### src/rtl/cap_comp_pkg.sv
// Shared definitions for the 129-bit capability compressor/decompressor pair.
// Holds field geometry, fill constants and the compressed-capability layout.
package cap_comp_pkg;

    localparam int CAP_W   = 129;
    localparam int TAG_BIT = 128;
    localparam int MANT_HI = 31;
    localparam int MANT_LO = 10;
    localparam int TRUNC_W = 22;
    localparam int FILL_W  = 10;
    localparam int CMP_W   = 119;
    localparam int UPPER_W = 96;

    localparam logic [FILL_W-1:0] FILL_ZERO = 10'h000;
    localparam logic [FILL_W-1:0] FILL_MID  = 10'h200;

    typedef struct packed {
        logic               tag;
        logic [UPPER_W-1:0] upper;
        logic [TRUNC_W-1:0] mant_trunc;
    } cmp_cap_t;

    function automatic logic [CAP_W-1:0] cap_rebuild(
        input cmp_cap_t          c,
        input logic [FILL_W-1:0] fill
    );
        return {c.tag, c.upper, c.mant_trunc, fill};
    endfunction

endpackage

### src/rtl/cap_pipe_stage.sv
// Parameterised-width valid/ready register slice.
// Advances when empty or when downstream accepts; data loads only on a valid advance.
module cap_pipe_stage #(
    parameter int W = 8
) (
    input  logic         clk,
    input  logic         rst,
    input  logic         up_valid,
    output logic         up_ready,
    input  logic [W-1:0] up_data,
    output logic         dn_valid,
    input  logic         dn_ready,
    output logic [W-1:0] dn_data
);

    assign up_ready = !dn_valid | dn_ready;

    always_ff @(posedge clk or posedge rst) begin
        if (rst) begin
            dn_valid <= 1'b0;
            dn_data  <= '0;
        end else if (up_ready) begin
            dn_valid <= up_valid;
            if (up_valid) dn_data <= up_data;
        end
    end

endmodule

### src/rtl/cap_decompressor129.sv
// Two-stage capability decompressor: re-inserts the 10 dropped mantissa LSBs.
// Define CAP_DECOMP_ROUND_EN to fill with the interval midpoint instead of zero.
import cap_comp_pkg::*;

module cap_decompressor129 #(
    parameter int CNT_W = 32
) (
    input  logic             clk,
    input  logic             rst,
    input  logic             in_valid,
    output logic             in_ready,
    input  logic [CMP_W-1:0] in_cap,
    output logic             out_valid,
    input  logic             out_ready,
    output logic [CAP_W-1:0] cap_out,
    output logic [CNT_W-1:0] decomp_cnt
);

`ifdef CAP_DECOMP_ROUND_EN
    localparam logic [FILL_W-1:0] FILL = FILL_MID;
`else
    localparam logic [FILL_W-1:0] FILL = FILL_ZERO;
`endif

    logic             s1_valid;
    logic             s2_ready;
    cmp_cap_t         s1_cap;
    logic [CAP_W-1:0] s1_rebuilt;

    cap_pipe_stage #(.W(CMP_W)) u_s1 (
        .clk      (clk),
        .rst      (rst),
        .up_valid (in_valid),
        .up_ready (in_ready),
        .up_data  (in_cap),
        .dn_valid (s1_valid),
        .dn_ready (s2_ready),
        .dn_data  (s1_cap)
    );

    assign s1_rebuilt = cap_rebuild(s1_cap, FILL);

    cap_pipe_stage #(.W(CAP_W)) u_s2 (
        .clk      (clk),
        .rst      (rst),
        .up_valid (s1_valid),
        .up_ready (s2_ready),
        .up_data  (s1_rebuilt),
        .dn_valid (out_valid),
        .dn_ready (out_ready),
        .dn_data  (cap_out)
    );

    always_ff @(posedge clk or posedge rst) begin
        if (rst) begin
            decomp_cnt <= '0;
        end else if (out_valid && out_ready) begin
            decomp_cnt <= decomp_cnt + {{(CNT_W-1){1'b0}}, 1'b1};
        end
    end

endmodule
### config.mk
export PLATFORM = sky130hd
export DESIGN_NAME = cap_decompressor129
export DESIGN_NICKNAME = d
export VERILOG_FILES = /design/src/rtl/cap_comp_pkg.sv /design/src/rtl/cap_pipe_stage.sv /design/src/rtl/cap_decompressor129.sv
export SDC_FILE = /design/constraint.sdc
export NUM_CORES = 1
export LEC_CHECK = 0
export CAP_MARGIN = 20
export CORE_MARGIN = 2
export CORE_UTILIZATION = 51
export CTS_BUF_LIST = sky130_fd_sc_hd__clkbuf_8
export CTS_CLUSTER_DIAMETER = 40
export DETAILED_ROUTE_END_ITERATION = 10
export GPL_TIMING_DRIVEN = 1
export HOLD_SLACK_MARGIN = 0.03
export PLACE_DENSITY_LB_ADDON = 0.12
export SYNTH_ARGS = -nofsm -noshare
export SYNTH_HDL_FRONTEND = slang
export SYNTH_HIERARCHICAL = 1
export SYNTH_SLANG_ARGS = --single-unit
export TNS_END_PERCENT = 5
### constraint.sdc
create_clock -name clk -period 6 [get_ports clk]
set_clock_uncertainty 0.2 [all_clocks]
set_input_delay 0.9 -clock clk [delete_from_list [all_inputs] [get_ports clk]]
set_output_delay 0.9 -clock clk [all_outputs]
set_load 0.01 [all_outputs]
Yosys cells after proc, flatten, opt, wreduce, memory -nomap -nowiden
Cells that the tools add are included.
{ "word_totals": {"wordCells": 13, "input_bits": 123, "reg_bits": 272, "output_inout_bits": 163} }
{ "classes": {"addsub": 1, "reduce_logical": 5, "bitwise_logic": 2} }
{ "ops": {"columns": ["cell", "count"], "rows": [
  ["adder 32 x 1 -> 32 bit (second input constant)", 1],
  ["AND reduction 2 bit", 2],
  ["logical NOT 1 bit", 2],
  ["bitwise OR 1 bit", 2],
  ["logical AND 1 bit", 1]
]} }

Depth between registers and ports, before layout
{ "depth": {"ltp_word": 4, "ltp_mapped": 6, "depth_no_buf": 5} }

Modules after synthesis
The synthesis kept the hierarchy.
{ "by_module_without_submodules": {"columns": ["module", "area_per_inst_um2", "cells_per_inst", "instances", "seq_area_each_um2"], "rows": [
  ["cap_pipe_stage at u_s2", 5266.3, 277, 1, 3253.1],
  ["cap_pipe_stage at u_s1", 5033.6, 256, 1, 3002.9],
  ["cap_decompressor129", 1470.2, 127, 1, 800.8]
]} }

Worst setup path before layout
OpenSTA, ideal clock, no wires.
{ "synth_path": {"path_type": "input-to-output", "from": "in out_ready", "to": "out in_ready", "stages": 2, "setup_slack_ns": 3.707, "path_buffers": 0, "t_arrival_ns": 1.193, "required_time_ns": 4.900, "path_cell_list": "nand2b_4 nand2b_4"} }
{ "synth_via": {"elab_chain_len": 2} }
{ "synth_rtl": {"columns": ["element", "line_no", "rtl"], "rows": [
  ["start: declaration", "cap_decompressor129.sv:14", "input logic out_ready,"],
  ["bitwise OR 1 bit (2 in a row)", "cap_pipe_stage.sv:16", "assign up_ready = !dn_valid | dn_ready;"],
  ["end: declaration", "cap_decompressor129.sv:11", "output logic in_ready,"]
]} }
No other way between the ends.

Worst setup path in the final report
{ "layout_path": {"from": "in out_ready", "to": "out in_ready"} }
{ "layout_via": {"elab_chain_len": 2} }
{ "layout_rtl": {"columns": ["element", "line_no", "rtl"], "rows": [
  ["bitwise OR 1 bit", "cap_pipe_stage.sv:16", null],
  ["via s2_ready", "cap_decompressor129.sv:26", "logic s2_ready;"],
  ["bitwise OR 1 bit", "cap_pipe_stage.sv:16", null]
]} }
The timed path passes the listed nets, and every way through them passes these cells.

==> metrics <==
compound-cell area share of the yosys netlist 0%; die height 156 um; Total GRT Usage 21.4%; routed wire length 25,600 um; die span in x 156 um; first drt pass iteration count 4; layout overhead on the synthesized area 33.5%; post-detailed-route via-to-cell ratio 5.01; type of origin of the critical path input pin; antenna-violating nets left 0; area leader, netlist sky130_fd_sc_hd__dfrtp_1; Post-Syn Instances 660; number of max-slew violations in the final report 0; number of cells on the worst reg-to-reg path 5; number of DRC violations after detailed routing 0; post-route fraction of the period consumed by the critical path 57.4%; FF-to-FF Start u_s2/dn_valid; Starting Density 52.0%; clock transition at the registers of the reported paths 0.06 ns; IR drop worst, VDD 0.253 mV; fraction of final layout cells with drive strength greater than 1 33.0%; type of the worst min-delay path flip-flop to flip-flop; root buffer cell sky130_fd_sc_hd__clkbuf_8; full die area 24,300 um2; RR Endpoint u_s1/dn_data[76]; initial antenna violation count 3; startpoint of the lowest-slack hold path decomp_cnt[31]; worst reg-to-reg setup slack 3.37 ns; end of the critical path in_ready; Worst Path Required 4.90 ns; arrival time at the worst endpoint 2.34 ns; post-route setup TNS 0 ns; post-synth cell types 31; number of fillers in the final layout 1,522; Post-synth EDFFs 0; fraction of synthesized cell area in xor and xnor cells 2.31%; number of buffers inserted during clock tree synthesis 47; overflow left after global routing 0; sum of net half-perimeters after detailed placement 17,000 um; fraction of synthesized cell area taken by the top area cell type 60.0%; site row count 55; top area cells in the synthesized netlist sky130_fd_sc_hd__dfrtp_1 (60%), sky130_fd_sc_hd__mux2_4 (27%), sky130_fd_sc_hd__mux2_2 (3.6%); outcome finished, final reports clean; quantity of I/O buffers inserted on ports 285; most used cells in the layout excluding fill and tap cells sky130_fd_sc_hd__clkdlybuf4s50_1 (285), sky130_fd_sc_hd__dfrtp_1 (282), sky130_fd_sc_hd__mux2_4 (211), sky130_fd_sc_hd__clkbuf_8 (59), sky130_fd_sc_hd__mux2_2 (38); Worst setup startpoint out_ready; post-synthesis mux area share 30.6%; H-tree levels 2; Post-synth top flop sky130_fd_sc_hd__dfrtp_1; CTS tree built; placement-stage worst setup slack 2.37 ns; final number of hold-violating endpoints 0; Period minus WS final 3.44 ns; post-synthesis instance area 11,800 um2; I/O pin cnt 286; number of endpoints failing setup at the final stage 0; Async S/R FF share, synth 100%; number of maximum-capacitance violations 0; global placer's final weighted congestion 0.802; type of element capturing the critical path primary output; adder-cell share of the synthesized area 0.106%; WL/cell 19.6 um; class of the most critical setup path input pin to primary output; basic-gate share of the synthesized area counting and, or, nand and nor cells 3.41%; area of the placeable core 22,600 um2; fraction of the yosys area taken by sequential cells 60.0%; global-route wire length before repair 40,800 um; number of synthesized register bits 282; relative max-transition margin 34.4%; Synth Area per Inst 17.8 um2; number of clock sinks 282; vias in the first global route 7,269; source-to-sink clock delay at the later pin of the worst-skew pair 0.54 ns; transition time of the tightest slew-check pin 0.977 ns; synthesis warning total 6; worst setup slack after layout 2.56 ns; P_leak 7.34 nW; achievable clock frequency 0.291 GHz; total power per unit cell area 364 nW/um2; largest net degree at the start of global routing 110; PnR Total Power 5.72 mW; RSZ-0062 raised after global routing false; NumNets Final 1,106; leading cell type in the layout, fill and taps excluded sky130_fd_sc_hd__clkdlybuf4s50_1; post-cts gate resize count 0; Via Count 6,537; initial DRC count 211; dominant combinational cell family by area after synthesis multiplexers; post-CTS setup repair buffer count 0; hold-fix buffers at CTS 0; largest fanout on the critical path 4; clk buf depth 3
[layout make-up]
class / count / area (um2) / area share (%)
Sequential cell: 282 / 7060 / 44.9
Multi-Input combinational cell: 351 / 4340 / 27.6
Timing Repair Buffer: 292 / 2950 / 18.7
Clock buffer: 59 / 812 / 5.17
Tap cell: 285 / 357 / 2.27
Clock inverter: 26 / 159 / 1.01
Inverter: 8 / 37.5 / 0.239
Antenna cell: 2 / 5.00 / 0.0318
[sequential cells by signal, indices dropped and copies added, names as in the netlist]
signal	cells
u_s1/dn_valid	1
decomp_cnt	32
u_s2/dn_data	129
u_s1/dn_data	119
u_s2/dn_valid	1
[worst min-delay path by stage]
| stage | to | slack, ns | cells past startpoint |
|---|---|---|---|
| after floorplan | u_s2/dn_data[55] | 0.27 | 1 |
| after global placement | decomp_cnt[31] | 0.27 | 1 |
| after detailed placement | decomp_cnt[31] | 0.28 | 1 |
| after CTS | decomp_cnt[31] | 0.28 | 1 |
| after global routing | decomp_cnt[31] | 0.30 | 1 |
| final | decomp_cnt[31] | 0.27 | 1 |
[power by group]
group,internal (mW),switching [mW]
registers,2.27,0.249
clock network,0.969,0.736
logic,0.982,0.506
[metrics by stage]
stage	std cells	hold slack, ns	area, um2	utilization, %
after CTS	1302	0.284	15700	69.3
final	1305	0.274	15700	69.4
after detailed placement	1217	0.276	14700	65.0
after floorplan	669	0.275	11800	-
after global routing	1303	0.299	15700	69.4
after global placement	1216	0.266	14700	64.9
[synthesized netlist by cell type (2+ instances only)]
cell type / number
sky130_fd_sc_hd__nor3_1: 2
sky130_fd_sc_hd__nand2b_4: 2
sky130_fd_sc_hd__dfrtp_1: 282
sky130_fd_sc_hd__and3_1: 4
sky130_fd_sc_hd__mux2_2: 38
sky130_fd_sc_hd__nand4_1: 12
sky130_fd_sc_hd__xnor2_1: 26
sky130_fd_sc_hd__buf_6: 15
sky130_fd_sc_hd__inv_1: 8
sky130_fd_sc_hd__nand2b_1: 2
sky130_fd_sc_hd__mux2_4: 211
sky130_fd_sc_hd__nand3_1: 11
sky130_fd_sc_hd__nor2_1: 6
sky130_fd_sc_hd__or3_1: 2
sky130_fd_sc_hd__nor3_2: 4
sky130_fd_sc_hd__xor2_1: 5
sky130_fd_sc_hd__nand2_1: 6
sky130_fd_sc_hd__buf_12: 11
[kinds of logic after synthesis]
kind of cell             count (synthesis)
buffers and inverters                   36
adder cells (fa/ha/maj)                  1
XOR/XNOR                                31
AND/OR/NAND/NOR                         60
multiplexers                           249
other                                    1
flip-flops                             282
[critical path: stages]
cell	delay (ns)
sky130_fd_sc_hd__clkdlybuf4s50_1	0.53
sky130_fd_sc_hd__nand2b_4	0.19
sky130_fd_sc_hd__nand2b_4	0.17
sky130_fd_sc_hd__clkdlybuf4s50_1	0.55
[metal layers]
layer,GRT usage (%),up-vias,wire length (um)
met2,34.3,215,12400
met1,27.0,3322,10400
met5,0,-,0
met4,8.04,0,775
met3,7.61,51,2110
li1,-,2949,-
(Power assumes the default switching activity.)
